### config.mk
export PLATFORM = sky130hd
export DESIGN_NAME = alu_seq
export DESIGN_NICKNAME = d
export VERILOG_FILES = /design/src/rtl/alu_seq.sv
export SDC_FILE = /design/constraint.sdc
export NUM_CORES = 1
export LEC_CHECK = 0
export BUFFER_PORTS_ARGS = -buffer_cell sky130_fd_sc_hd__buf_4
export CAP_MARGIN = 20
export CORE_UTILIZATION = 39
export CTS_CLUSTER_SIZE = 40
export DETAILED_ROUTE_END_ITERATION = 7
export PLACE_DENSITY = 0.76
export SLEW_MARGIN = 10
export SYNTH_ARGS = -nofsm -noshare
export SYNTH_HDL_FRONTEND = slang
export SYNTH_SLANG_ARGS = --single-unit
### constraint.sdc
create_clock -name clk -period 1.4 [get_ports clk]
set_input_delay 0.07 -clock clk [delete_from_list [all_inputs] [get_ports clk]]
set_output_delay 0.07 -clock clk [all_outputs]
set_load 0.03 [all_outputs]
### src/rtl/alu_seq.sv
// Sequences 8/16-bit operations through an external combinational 8-bit ALU; rsp_valid rises 1 (narrow) or 2 (wide) cycles after accept.
// Accepts a request only in IDLE; the response holds stable until rsp_ready, and req_valid is ignored while busy.
module alu_seq #(
    parameter logic [3:0] F_RESET = 4'b0000
) (
    input  logic        clk,
    input  logic        rst_n,
    input  logic        req_valid,
    output logic        req_ready,
    input  logic [3:0]  req_op,
    input  logic        req_wide,
    input  logic [15:0] req_lhs,
    input  logic [15:0] req_rhs,
    output logic [7:0]  alu_lhs,
    output logic [7:0]  alu_rhs,
    output logic [3:0]  alu_op,
    output logic        alu_zf,
    output logic        alu_nf,
    output logic        alu_hf,
    output logic        alu_cf,
    input  logic [7:0]  alu_r,
    input  logic        alu_zf_r,
    input  logic        alu_nf_r,
    input  logic        alu_hf_r,
    input  logic        alu_cf_r,
    output logic        rsp_valid,
    input  logic        rsp_ready,
    output logic [15:0] rsp_data,
    output logic [3:0]  flags,
    input  logic        f_we,
    input  logic [3:0]  f_wdata
);
    typedef enum logic [1:0] {IDLE, LO, HI, DONE} state_t;

    state_t      state;
    logic [3:0]  op_q;
    logic        wide_q;
    logic [15:0] lhs_q;
    logic [15:0] rhs_q;
    logic [15:0] res;
    logic [3:0]  temp;
    logic [3:0]  alu_flags_r;

    assign alu_flags_r = {alu_zf_r, alu_nf_r, alu_hf_r, alu_cf_r};
    assign req_ready   = (state == IDLE);
    assign rsp_data    = res;

    // Drive the downstream ALU only while an operand byte is in flight
    always_comb begin
        alu_lhs = 8'h00;
        alu_rhs = 8'h00;
        alu_op  = 4'b0000;
        {alu_zf, alu_nf, alu_hf, alu_cf} = 4'b0000;
        case (state)
            LO: begin
                alu_lhs = lhs_q[7:0];
                alu_rhs = rhs_q[7:0];
                alu_op  = op_q;
                {alu_zf, alu_nf, alu_hf, alu_cf} = flags;
            end
            HI: begin
                alu_lhs = lhs_q[15:8];
                alu_rhs = rhs_q[15:8];
                alu_op  = op_q | 4'b0001;
                {alu_zf, alu_nf, alu_hf, alu_cf} = temp;
            end
            default: ;
        endcase
    end

    always_ff @(posedge clk or negedge rst_n) begin
        if (!rst_n) begin
            state     <= IDLE;
            op_q      <= 4'b0000;
            wide_q    <= 1'b0;
            lhs_q     <= 16'h0000;
            rhs_q     <= 16'h0000;
            res       <= 16'h0000;
            temp      <= 4'b0000;
            flags     <= F_RESET;
            rsp_valid <= 1'b0;
        end else begin
            case (state)
                IDLE: begin
                    if (req_valid) begin
                        op_q   <= req_op;
                        // Only ADD/SUB have a carry-chained high-byte form
                        wide_q <= req_wide && (req_op == 4'b0000 || req_op == 4'b0010);
                        lhs_q  <= req_lhs;
                        rhs_q  <= req_rhs;
                        state  <= LO;
                    end
                end
                LO: begin
                    res[7:0] <= alu_r;
                    temp     <= alu_flags_r;
                    if (wide_q) begin
                        state <= HI;
                    end else begin
                        res[15:8] <= 8'h00;
                        rsp_valid <= 1'b1;
                        state     <= DONE;
                    end
                end
                HI: begin
                    res[15:8] <= alu_r;
                    rsp_valid <= 1'b1;
                    state     <= DONE;
                end
                DONE: begin
                    if (rsp_ready) begin
                        rsp_valid <= 1'b0;
                        state     <= IDLE;
                    end
                end
                default: state <= IDLE;
            endcase

            // An operation's own flag result takes priority over a direct write
            if (state == LO && !wide_q)
                flags <= alu_flags_r;
            else if (state == HI)
                flags <= {temp[3] & alu_zf_r, alu_nf_r, alu_hf_r, alu_cf_r};
            else if (f_we)
                flags <= f_wdata;
        end
    end
endmodule
; ---- Yosys cells after proc, flatten, opt, wreduce, memory -nomap -nowiden
; Index checks and enable logic that the tools add are counted.
[totals]
reg_bits = 64
out_inout_bits = 46
[op_classes]
eq_ne = 7
mux = 19
bitwise = 1
n_reduce_logical = 13
[op_table]
columns = op, count
row1 = $pmux W8 S2, 3
row2 = $mux W4, 3
row3 = $mux W8, 1
row4 = $pmux W1 S2, 4
row5 = $pmux W2 S4, 1
row6 = $pmux W4 S2, 1
row7 = $ne A2 B2 Y1 const B, 3
row8 = $reduce_and A2 Y1, 3
row9 = $reduce_bool A3 Y1, 2
row10 = $eq A2 B2 Y1 const B, 2
row11 = $eq A4 B2 Y1 const B, 1
row12 = $logic_not A4 Y1, 1
row13 = $mux W2, 2
row14 = $mux W1, 3
row15 = $pmux W1 S3, 1
row16 = $reduce_and A3 Y1, 1
row17 = $eq A2 B1 Y1 const B, 1
row18 = $logic_and A1 B1 Y1, 2
row19 = $logic_not A2 Y1, 1
row20 = $reduce_bool A2 Y1, 1
row21 = $and A1 B1 Y1, 1
row22 = $logic_not A1 Y1, 1
row23 = $logic_or A1 B1 Y1, 1

; ---- Logic depth before layout (Yosys ltp)
[logic_depth]
word_depth = 3
mapped_depth = 7
depth_no_buf = 5

; ---- Least setup slack after synthesis
; OpenSTA, ideal clock, no wires.
[synth_path]
path_type = flip-flop to flip-flop
from = register state[0]
to = register lhs_q[10]
setup_ps = 125
arrival_ps = 1605
required_ps = 1275
slack_ps = -329
stages_incl_launch_ff = 7
n_path_buf = 2
cell_sequence = dfrtp_1 > inv_1 > ha_1 > nand2_1 > buf_4 > buf_6 > mux2_2
[synth_between]
elab_chain_len = 2
[synth_rtl]
columns = element, line
row1 = "start, declared", 35  ; state_t state;
row2 = "start signal, assigned", 73  ; state <= IDLE;
row3 = "start signal, assigned", 91  ; state <= LO;
row4 = "start signal, assigned", 98  ; state <= HI;
row5 = $logic_not A2 Y1, -
row6 = net req_ready, 9  ; output logic req_ready,
row7 = $reduce_and A2 Y1 (no source line), -
row8 = "end signal, assigned", 89  ; lhs_q <= req_lhs;
row9 = "end, declared", 38  ; logic [15:0] lhs_q;
; The timed path passes the listed nets, and every way through them passes these cells.
; A chain may end at the register's enable or synchronous reset.

; ---- Worst setup path in the final report
[layout_path]
from = register state[0]
to = output alu_op[2]
[layout_between]
elab_chain_len = 2
[layout_rtl]
columns = element, line
row1 = $eq A2 B2 Y1 / $eq A2 B1 Y1 (equally long branches), 54  ; case (state)
row2 = $pmux W4 S2 *, 54
row3 = "end, declared", 16  ; output logic [3:0] alu_op,
; Every way passes the cells marked *; elsewhere a longest branch is shown, timed or not.

==> flow_summary.toml <==
[timing]
final.setup.worst_slack_ps = -366
rsz0062_at_grt = "true"
hold_viol_final = 0
setup_viol = 87
fin_crit_ps = 1770
fmax_ghz = 0.566
slew_headroom = 0.741
skew_ps = 9.08
period_share = 1.26
tightestPinTransition_ps = 389
slew_violations = 0

[synthesis]
synth_adder_area_share = 0.0250
synth-compound-area-share = 0.0897
synthCells = 238
yosys.area_share.simple = 0.0864
synth.area.mux_share = 0.221
synth_xor_area_frac = 0
ys_types = 27
synth_top_family_by_area = "multiplexers"
yosys_register_bits = 64
yosysWarnings = 0
syn-num-nets = 302
synth_area_sq_um = 3000
ys_seq_area_frac = 0.534
avgSynthCellArea_sq_um = 12.6

[clock_tree]
htreeDepth = 3
clock_path_buffers = 2
cts_root_buf = "clkbuf_8"
cts_tree = "built"
insertion_delay_ps = 330
clkTransAtPathRegs_ps = 70
cts_made_buffers = 9
clock-sinks = 64

[route]
vias = 2594
wl_per_cell_um = 18.1
drtIter0Drc = 102
antenna_left = 0
first_pass_iters = 4
post-route-drc-count = 0
via_per_inst = 4.86
wl_um = 9670

[setup_path]
path_delay_family = "flip-flops"
critical_path.max_stage_delay_ps = 430
end_kind = "output port"
worst-path-buf-inv = 3
cp-start-kind = "register"
path_cells = "inv_4 -> buf_6 -> ha_4 -> nor2b_4 -> and2_4 -> buf_6"
path_max_fanout = 4
path_class = "register to output port"
crit_required_ps = 1330
critical-path-top-cell-by-count = "buf_6"
worstPathArrival_ps = 1700
slowest_stage = "dfrtp_2"

[final_layout]
fin_area_sq_um = 5680
seq_area_sq_um = 1600
nets = 494
area.growth.synth_to_final_pct = 89.3
n_fill_cell = 435
drive_above_1_share = 0.624
multi_input_area_sq_um = 1780

[placed_design]
postPlaceCellArea_sq_um = 4200
preCtsSetupSlack_ps = -133
place_congestion = 0.804
portBuffers = 103
dpl.hpwl_um = 5230

[pwr]
p_leak_nw = 2.74
total_power_mw = 14.8
power_density_nw_per_um2 = 2610
ir_drop_uv = 1490

[die]
start_util = 0.409
die_x_um = 89.7
core_sq_um = 7330
die_h_um = 89.7
boundaryPins = 104
die_area_sq_um = 8050
rows = 31

[grt]
grt_antenna_before_repair = 1
grt_pass1_wl_um = 14300
grt_pass1_vias = 2894
grt_max_degree = 38
overflow = 0
grtUsageTotal = 0.246

[min_path]
hp-class = "input port to register"

[status]
violations = "negative setup slack"
status = "finished with violations"

[job]
drv_cap = 0
-- sequential cells by signal, indices dropped and copies added (netlist names) --
| signal | count |
|---|---|
| temp | 4 |
| flags | 4 |
| rsp_data | 16 |
| wide_q | 1 |
| state | 2 |
| rhs_q | 16 |
| lhs_q | 16 |
| op_q | 4 |
| rsp_valid | 1 |
-- repair_timing --
action	in CTS	in global routing
endpoints found under the hold margin	85	0
gates resized for setup	112	46
endpoints found under the setup margin	88	89
cloned	6	1
buffers inserted	13	7
hold buffers	49	0
pin swaps	12	2
-- worst paths after layout --
| check | start | endpoint | slack [ps] | cells after the start |
|---|---|---|---|---|
| max reg2reg | state[0] | state[1] | -330 | 7 |
| min reg2reg | rsp_valid | rsp_valid | 510 | 2 |
| max | state[0] | alu_op[2] | -370 | 6 |
| min | f_wdata[2] | flags[2] | 40 | 3 |
| max in group asynchronous | rst_n | lhs_q[4] | 670 | 3 |
| min in group asynchronous | rst_n | rsp_data[9] | 200 | 2 |
-- synth_stat cells --
cell type	number	area, sq um
nand2_1	10	37.5
a21oi_4	1	16.3
nor2b_4	1	13.8
nor2b_1	23	144
or2_4	1	8.76
or2_2	1	6.26
a21oi_1	2	10.0
or4b_1	1	10.0
inv_1	12	45.0
buf_4	1	7.51
dfrtp_1	64	1600
ha_1	6	75.1
mux2i_1	11	110
o31ai_1	2	15.0
mux2_2	49	552
o21a_1	1	7.51
nor2_1	2	7.51
o32a_1	1	10.0
buf_2	6	30.0
clkbuf_2	1	5.00
nand2b_1	1	6.26
clkbuf_1	3	11.3
a21o_1	2	15.0
and2_1	4	25.0
a22oi_1	20	150
o21ai_0	9	45.0
buf_6	3	33.8
-- layer usage --
metal | GRT usage | share of wire | vias to the layer above
li1 | - | - | 1219
met1 | 0.286 | 0.41 | 1276
met2 | 0.451 | 0.53 | 82
met3 | 0.0594 | 0.041 | 17
met4 | 0.0664 | 0.017 | 0
met5 | 0 | 0 | -
-- through the flow --
| step | util | cells | TNS (ps) | hold slack [ps] |
|---|---|---|---|---|
| finish | 0.774 | 534 | -19980 | 39.2 |
| floorplan | - | 238 | -2800 | -226 |
| CTS | 0.757 | 531 | -16650 | 17.7 |
| detailed placement | 0.573 | 449 | -7900 | 17.6 |
| global placement | 0.573 | 449 | -4760 | 21.4 |
| global route | 0.774 | 534 | -23540 | 37.9 |
-- worst min-delay path: stages --
cell and delay [ps]:
buf_4 80, mux2i_1 70, o21ai_2 120
-- power by group --
| group | switching, mW | internal (mW) | leakage (nW) |
|---|---|---|---|
| combinational | 4.32 | 5.37 | 1.87 |
| sequential | 0.694 | 2.76 | 0.766 |
| clock | 0.687 | 0.989 | 0.103 |
| total | 5.70 | 9.12 | 2.74 |
-- final cells by class --
cell class              instances  share of cell area
repair buffers                195               0.337
diodes                          1            0.000441
well taps                      99              0.0218
inverters                      12             0.00882
clock buffers                  11              0.0231
flip-flops and latches         64               0.283
clock inverters                 4              0.0123
multi-input cells             148               0.314
-- logic make-up (layout without fill, tap and decap cells) --
group,Yosys count,count (layout)
DFF,64,64
other,0,1
muxes,60,60
and+or+nand+nor,44,44
adders and majority gates,6,6
AOI/OAI and AO/OA,38,38
buffers and inverters,26,222
-- cells in the final DEF (no fill, tap or decap), drive strengths merged --
cell	n
buf	145
dfrtp	64
mux2	49
dlygate4sd3	49
nor2b	24
a22oi	20
inv	12
clkbuf	12
mux2i	11
nand2	10
o21ai	9
ha	6
and2	4
a21oi	3
a21o	2
bufinv	2
clkinv	2
nor2	2
or2	2
o31ai	2
diode	1
nand2b	1
o21a	1
o32a	1
or4b	1
(Power assumes the default switching activity.)
